--- src/rtl/fc_layer_sequencer.sv ---
`default_nettype none
// ============================================================================
// Module      : fc_layer_sequencer
// Description : Time-multiplexed fully connected layer. Computes
//               out_j = sat((bias_j + sum_i in_i*w_ji) >>> FRAC_BITS)
//               with one MAC per cycle from a single-read-port weight/bias
//               memory. Results stream out over a valid/ready handshake.
// Ports       : clk, rst_n      - clock, synchronous active-low reset
//               start, in_vec   - begin a layer / input vector (latched)
//               busy            - high whenever not idle
//               w_rd_en, w_addr - memory read strobe and address
//               w_data          - read data, valid one cycle after w_rd_en
//               out_valid, out_ready, out_data, out_idx - result stream
//               done            - one-cycle pulse after the last neuron
// Options     : define FC_RELU_EN to clamp negative results to zero.
// Revision    : 1.0 - initial release
// ============================================================================
module fc_layer_sequencer #(
    parameter int  IN        = 1,
    parameter int  OUT       = 1,
    parameter int  DATA_SIZE = 8,
    parameter int  FRAC_BITS = 0,
    parameter int  ADDR_W    = ($clog2(IN*OUT+OUT) > 1) ? $clog2(IN*OUT+OUT) : 1,
    localparam int IDX_W     = (OUT > 1) ? $clog2(OUT) : 1
) (
    input  logic                        clk,
    input  logic                        rst_n,
    input  logic                        start,
    input  logic [IN*DATA_SIZE-1:0]     in_vec,
    output logic                        busy,
    output logic                        w_rd_en,
    output logic [ADDR_W-1:0]           w_addr,
    input  logic signed [DATA_SIZE-1:0] w_data,
    output logic                        out_valid,
    input  logic                        out_ready,
    output logic signed [DATA_SIZE-1:0] out_data,
    output logic [IDX_W-1:0]            out_idx,
    output logic                        done
);

    localparam int ACC_W = 2*DATA_SIZE + $clog2(IN+1);
    localparam int I_W   = (IN > 1) ? $clog2(IN) : 1;

    localparam logic [ADDR_W-1:0]       c_BIAS_BASE = ADDR_W'(IN*OUT);
    localparam logic [I_W-1:0]          c_I_LAST    = I_W'(IN-1);
    localparam logic [IDX_W-1:0]        c_J_LAST    = IDX_W'(OUT-1);
    localparam logic signed [ACC_W-1:0] c_SAT_MAX   =
        {{(ACC_W-DATA_SIZE+1){1'b0}}, {(DATA_SIZE-1){1'b1}}};
    localparam logic signed [ACC_W-1:0] c_SAT_MIN   =
        {{(ACC_W-DATA_SIZE+1){1'b1}}, {(DATA_SIZE-1){1'b0}}};

    typedef enum logic [2:0] {
        S_IDLE  = 3'd0,
        S_BIAS  = 3'd1,
        S_MAC   = 3'd2,
        S_DRAIN = 3'd3,
        S_EMIT  = 3'd4
    } state_t;

    state_t                      r_state, w_state_nxt;
    logic signed [DATA_SIZE-1:0] r_in [IN];
    logic [I_W-1:0]              r_i, w_i_nxt;
    logic [IDX_W-1:0]            r_j, w_j_nxt;
    logic [ADDR_W-1:0]           r_wptr, w_wptr_nxt;
    logic [ADDR_W-1:0]           r_addr, w_addr_nxt;
    logic signed [ACC_W-1:0]     r_acc, w_acc_nxt;
    logic                        r_busy, r_rd_en, r_valid, r_done;
    logic                        w_rd_nxt, w_valid_nxt, w_done_nxt;
    logic                        w_latch, w_res_load;
    logic signed [DATA_SIZE-1:0] r_data, w_res;
    logic [IDX_W-1:0]            r_idx;

    // Datapath: the word returning this cycle belongs to the read issued in
    // the previous cycle, so the input it multiplies is one index behind.
    logic [I_W-1:0]              w_mul_sel;
    logic signed [2*DATA_SIZE-1:0] w_prod;
    logic signed [ACC_W-1:0]     w_prod_ext, w_bias_ext, w_sum, w_shift;

    assign w_mul_sel  = (r_state == S_DRAIN) ? c_I_LAST : (r_i - I_W'(1));
    assign w_prod     = (2*DATA_SIZE)'(r_in[w_mul_sel]) * (2*DATA_SIZE)'(w_data);
    assign w_prod_ext = ACC_W'(w_prod);
    assign w_bias_ext = ACC_W'(w_data);
    assign w_sum      = r_acc + w_prod_ext;
    assign w_shift    = w_sum >>> FRAC_BITS;

    always_comb begin
        w_res = w_shift[DATA_SIZE-1:0];
        if (w_shift > c_SAT_MAX) begin
            w_res = c_SAT_MAX[DATA_SIZE-1:0];
        end else if (w_shift < c_SAT_MIN) begin
            w_res = c_SAT_MIN[DATA_SIZE-1:0];
        end
`ifdef FC_RELU_EN
        if (w_res[DATA_SIZE-1]) begin
            w_res = '0;
        end
`else
`endif
    end

    // Next-state and next-output logic. Outputs are registered from the
    // next-state values so they line up with the state they belong to.
    always_comb begin
        w_state_nxt = r_state;
        w_i_nxt     = r_i;
        w_j_nxt     = r_j;
        w_wptr_nxt  = r_wptr;
        w_addr_nxt  = r_addr;
        w_acc_nxt   = r_acc;
        w_rd_nxt    = 1'b0;
        w_valid_nxt = r_valid;
        w_done_nxt  = 1'b0;
        w_latch     = 1'b0;
        w_res_load  = 1'b0;
        case (r_state)
            S_IDLE: begin
                if (start) begin
                    w_latch     = 1'b1;
                    w_j_nxt     = '0;
                    w_wptr_nxt  = '0;
                    w_rd_nxt    = 1'b1;
                    w_addr_nxt  = c_BIAS_BASE;
                    w_state_nxt = S_BIAS;
                end
            end
            S_BIAS: begin
                w_i_nxt     = '0;
                w_rd_nxt    = 1'b1;
                w_addr_nxt  = r_wptr;
                w_wptr_nxt  = r_wptr + ADDR_W'(1);
                w_state_nxt = S_MAC;
            end
            S_MAC: begin
                // First return of a neuron is its bias; the rest are weights.
                w_acc_nxt = (r_i == '0) ? w_bias_ext : w_sum;
                if (r_i == c_I_LAST) begin
                    w_state_nxt = S_DRAIN;
                end else begin
                    w_i_nxt    = r_i + I_W'(1);
                    w_rd_nxt   = 1'b1;
                    w_addr_nxt = r_wptr;
                    w_wptr_nxt = r_wptr + ADDR_W'(1);
                end
            end
            S_DRAIN: begin
                w_acc_nxt   = w_sum;
                w_res_load  = 1'b1;
                w_valid_nxt = 1'b1;
                w_state_nxt = S_EMIT;
            end
            S_EMIT: begin
                if (out_ready) begin
                    w_valid_nxt = 1'b0;
                    if (r_j == c_J_LAST) begin
                        w_done_nxt  = 1'b1;
                        w_state_nxt = S_IDLE;
                    end else begin
                        w_j_nxt     = r_j + IDX_W'(1);
                        w_rd_nxt    = 1'b1;
                        w_addr_nxt  = c_BIAS_BASE + ADDR_W'(w_j_nxt);
                        w_state_nxt = S_BIAS;
                    end
                end
            end
            default: begin
                w_state_nxt = S_IDLE;
            end
        endcase
    end

    always_ff @(posedge clk) begin
        if (!rst_n) begin
            r_state <= S_IDLE;
        end else begin
            r_state <= w_state_nxt;
        end
    end

    always_ff @(posedge clk) begin
        if (!rst_n) begin
            r_i     <= '0;
            r_j     <= '0;
            r_wptr  <= '0;
            r_addr  <= '0;
            r_acc   <= '0;
            r_busy  <= 1'b0;
            r_rd_en <= 1'b0;
            r_valid <= 1'b0;
            r_done  <= 1'b0;
            r_data  <= '0;
            r_idx   <= '0;
            for (int k = 0; k < IN; k++) begin
                r_in[k] <= '0;
            end
        end else begin
            r_i     <= w_i_nxt;
            r_j     <= w_j_nxt;
            r_wptr  <= w_wptr_nxt;
            r_addr  <= w_addr_nxt;
            r_acc   <= w_acc_nxt;
            r_busy  <= (w_state_nxt != S_IDLE);
            r_rd_en <= w_rd_nxt;
            r_valid <= w_valid_nxt;
            r_done  <= w_done_nxt;
            if (w_res_load) begin
                r_data <= w_res;
                r_idx  <= r_j;
            end
            if (w_latch) begin
                for (int k = 0; k < IN; k++) begin
                    r_in[k] <= in_vec[k*DATA_SIZE +: DATA_SIZE];
                end
            end
        end
    end

    assign busy      = r_busy;
    assign w_rd_en   = r_rd_en;
    assign w_addr    = r_addr;
    assign out_valid = r_valid;
    assign out_data  = r_data;
    assign out_idx   = r_idx;
    assign done      = r_done;

endmodule
`default_nettype wire

--- config.mk ---
export PLATFORM = sky130hd
export DESIGN_NAME = fc_layer_sequencer
export DESIGN_NICKNAME = d
export VERILOG_FILES = /design/src/rtl/fc_layer_sequencer.sv
export SDC_FILE = /design/constraint.sdc
export NUM_CORES = 1
export LEC_CHECK = 0
export ABC_AREA = 1
export CAP_MARGIN = 20
export CORE_UTILIZATION = 60
export DETAILED_ROUTE_END_ITERATION = 10
export MAX_ROUTING_LAYER = met4
export PLACE_DENSITY = 0.88
export SETUP_SLACK_MARGIN = 0.5
export SYNTH_ARGS = -nofsm -noshare
export SYNTH_HDL_FRONTEND = slang
export SYNTH_SLANG_ARGS = --single-unit
--- constraint.sdc ---
create_clock -name clk -period 16.15 [get_ports clk]
set_clock_uncertainty 0.1 [all_clocks]
set_input_delay 3.23 -clock clk [delete_from_list [all_inputs] [get_ports clk]]
set_output_delay 3.23 -clock clk [all_outputs]
set_load 0.05 [all_outputs]
==> metrics.yaml <==
layout:
  area_delta_synth_final_pct: 8.82
  insertedDiodeCount: 0
  final_common_cell: "nand2_1"
  mostFrequentLayoutCells: "nand2_1 (185), inv_1 (170), fa_1 (76)"
  drive_above_1_share: 0.0501
  final_nets: 832
worst_setup_path:
  required_ps: 16190
  crit_buf_inv: 4
  startpoint_type: "primary input"
  cp_max_fo: 9
  path_cells: "clkdlybuf4s50_1 > clkinv_1 > or2_2 > fa_1 > fa_1 > inv_1 > fa_1 > fa_1 > fa_1 > ha_1 > nand2_2 > inv_1 > nand2_1 > nand2_1 > nand2_1 > nand3_1 > nand2_1 > nand2_1 > nor2_1 > nand3_1 > nand2_1 > nand2_1 > nand2_1 > a21oi_1"
  crit_arrival_ps: 8760
  crit_path_frequent_cell: "nand2_1"
  slowest_stage: "fa_1"
  critPathTopFamily: "adder cells"
  end_kind: "flip-flop"
  slowest_delay_ps: 610
  critPathKind: "primary input to flip-flop"
outcome:
  status: "finished, final reports clean"
clock_tree:
  cts_resized: 0
  cts.sinks: 42
  numCtsBuffers: 5
  clk_pin_slew_ps: 90
  htreeDepth: 2
  clockBufferDepth: 2
  post_cts_buffers: 0
  cts-root-buf: "clkbuf_8"
  clk_latency_ps: 300
  cts_tree: "done"
  holdBufCountCts: 0
global_routing:
  grt_use_total: 0.309
  grt_pass1_vias: 4437
  use_met1: 0.401
  use_met2: 0.506
  grt-ovfl-total: 0
  antenna_found_initial: 0
  met3_usage: 0.0491
  grt_max_degree: 32
  busiest_layer: "met2"
  grt_pass1_wl_um: 20600
floorplan:
  start_util: 0.625
  io_pins: 34
  rows: 33
  die_y_um: 94.8
  die_w_um: 94.8
  core_um2: 8260
  dieArea_um2: 8980
synthesis:
  syn_inst: 680
  yosys.area_share.adder: 0.389
  synth_top_family_by_area: "adder cells"
  synth-simple-area-share: 0.219
  synth_area_um2: 5160
  synth_nets: 815
  synth_compound_area_frac: 0.0557
  synth_xor_area_frac: 0.0119
  synth.distinct_cells: 33
  synth_mux_area_frac: 0
  ys_seq_area_frac: 0.178
  syn_area_per_cell_um2: 7.60
  yosys_warnings: 0
  ys_ff_latch: 42
power_and_ir_drop:
  ir_drop_v: 0.000185
  power_density_nw_per_um2: 183
  p_leak_nw: 3.12
placement:
  place_congestion: 1.05
  io_buffers: 32
  hpwl_um: 9830
  dp_slack_ps: 7170
drt:
  drtIter0Drc: 311
  totalWireLength_um: 11900
  wl_per_cell_um: 14.8
  vias_per_cell: 5.35
  antenna_left: 0
  drc_errors: 0
  vias: 4300
  drt_pass1_iterations: 6
timing:
  fin_crit_ps: 8720
  rsz0062_at_grt: "false"
  fin_ws_ps: 7430
  setup_viol: 0
  min_period_over_period: 0.540
  max_freq_mhz: 115
  hold_viol_final: 0
  tns_ps: 0
  report.final.slew_viol_count: 0
  maxSlewHeadroom: 0.310
  worstMarginPinSlew_ps: 1020
min_path:
  hp-class: "flip-flop to flip-flop"
run:
  cap_violations: 0
stage by stage:
step / instance area, um2 / std cells / power [mW] / util / hold WS (ps)
after detailed placement: 5530 / 795 / 0.936 / 0.669 / 361
after floorplan: 5160 / 680 / 0.758 / - / 338
after CTS: 5620 / 803 / 1.02 / 0.681 / 375
final: 5620 / 803 / 1.03 / 0.681 / 372
after global routing: 5620 / 803 / 1.15 / 0.681 / 389
after global placement: 5530 / 795 / 0.918 / 0.669 / 351
cells by family after synthesis:
logic type | count (synthesis)
DFF | 42
buffers and inverters | 197
xor gates and xnor gates | 7
other | 1
adders and majority gates | 115
AOI/OAI and AO/OA | 46
and+or+nand+nor | 272
report_power, final:
group,switching [mW],internal (mW)
Sequential,0.0123,0.118
Combinational,0.533,0.289
Clock,0.0406,0.0346
Total,0.586,0.442
tightest hold or removal path, stage by stage, from the launching register on:
cell and delay (ps):
dfxtp_1 320, nand2_1 60, a21oi_1 50
flip-flops by register name, indices dropped and copies added (netlist names):
signal	flops
done	1
busy	1
r_wptr	1
r_in	8
out_data	8
w_addr	1
out_valid	1
r_acc	17
w_rd_en	1
r_state	3
cells in the mapped netlist (all sizes together):
| cell | n | area [um2] |
|---|---|---|
| nand2 | 196 | 763 |
| inv | 173 | 649 |
| fa | 76 | 1520 |
| nor2 | 41 | 169 |
| ha | 39 | 488 |
| dfxtp | 34 | 681 |
| nand3 | 25 | 130 |
| clkbuf | 21 | 78.8 |
| a21oi | 17 | 108 |
| a31oi | 16 | 100 |
| edfxtp | 8 | 240 |
| o21ai | 7 | 35.0 |
| nand4 | 6 | 43.8 |
| xnor2 | 5 | 43.8 |
| buf | 2 | 18.8 |
| o21bai | 2 | 15.0 |
| or2 | 2 | 12.5 |
| xor2 | 2 | 17.5 |
| a211oi | 1 | 7.51 |
| a22oi | 1 | 7.51 |
| clkinv | 1 | 3.75 |
| conb | 1 | 3.75 |
| nand3b | 1 | 7.51 |
| nor3 | 1 | 5.00 |
| o221ai | 1 | 8.76 |
| o22ai | 1 | 6.26 |
per-layer routing:
metal	share of wire	up-vias
met5	0	-
met4	0.018	0
met3	0.073	23
met2	0.49	173
met1	0.42	2065
li1	-	2039
final timing paths:
kind / depth (start not counted) / slack (ps) / startpoint / end
min reg2reg: 2 / 370 / out_valid$_SDFFE_PN0P_ / out_valid$_SDFFE_PN0P_
max: 24 / 7430 / w_data[7] / out_data[5]$_SDFFE_PN0P_
min: 2 / 370 / out_valid$_SDFFE_PN0P_ / out_valid$_SDFFE_PN0P_
max reg2reg: 22 / 10580 / r_in[0][0]$_SDFFCE_PN0P_ / out_data[5]$_SDFFE_PN0P_
final cells by class:
class,instances,area [um2]
Multi-Input combinational cell,441,3490
Timing Repair Buffer,33,328
Tap cell,105,131
Sequential cell,42,921
Clock inverter,2,11.3
Fill cell,648,2640
Clock buffer,6,82.6
Inverter,174,653
Note: power is estimated with default switching activity, not from simulation.
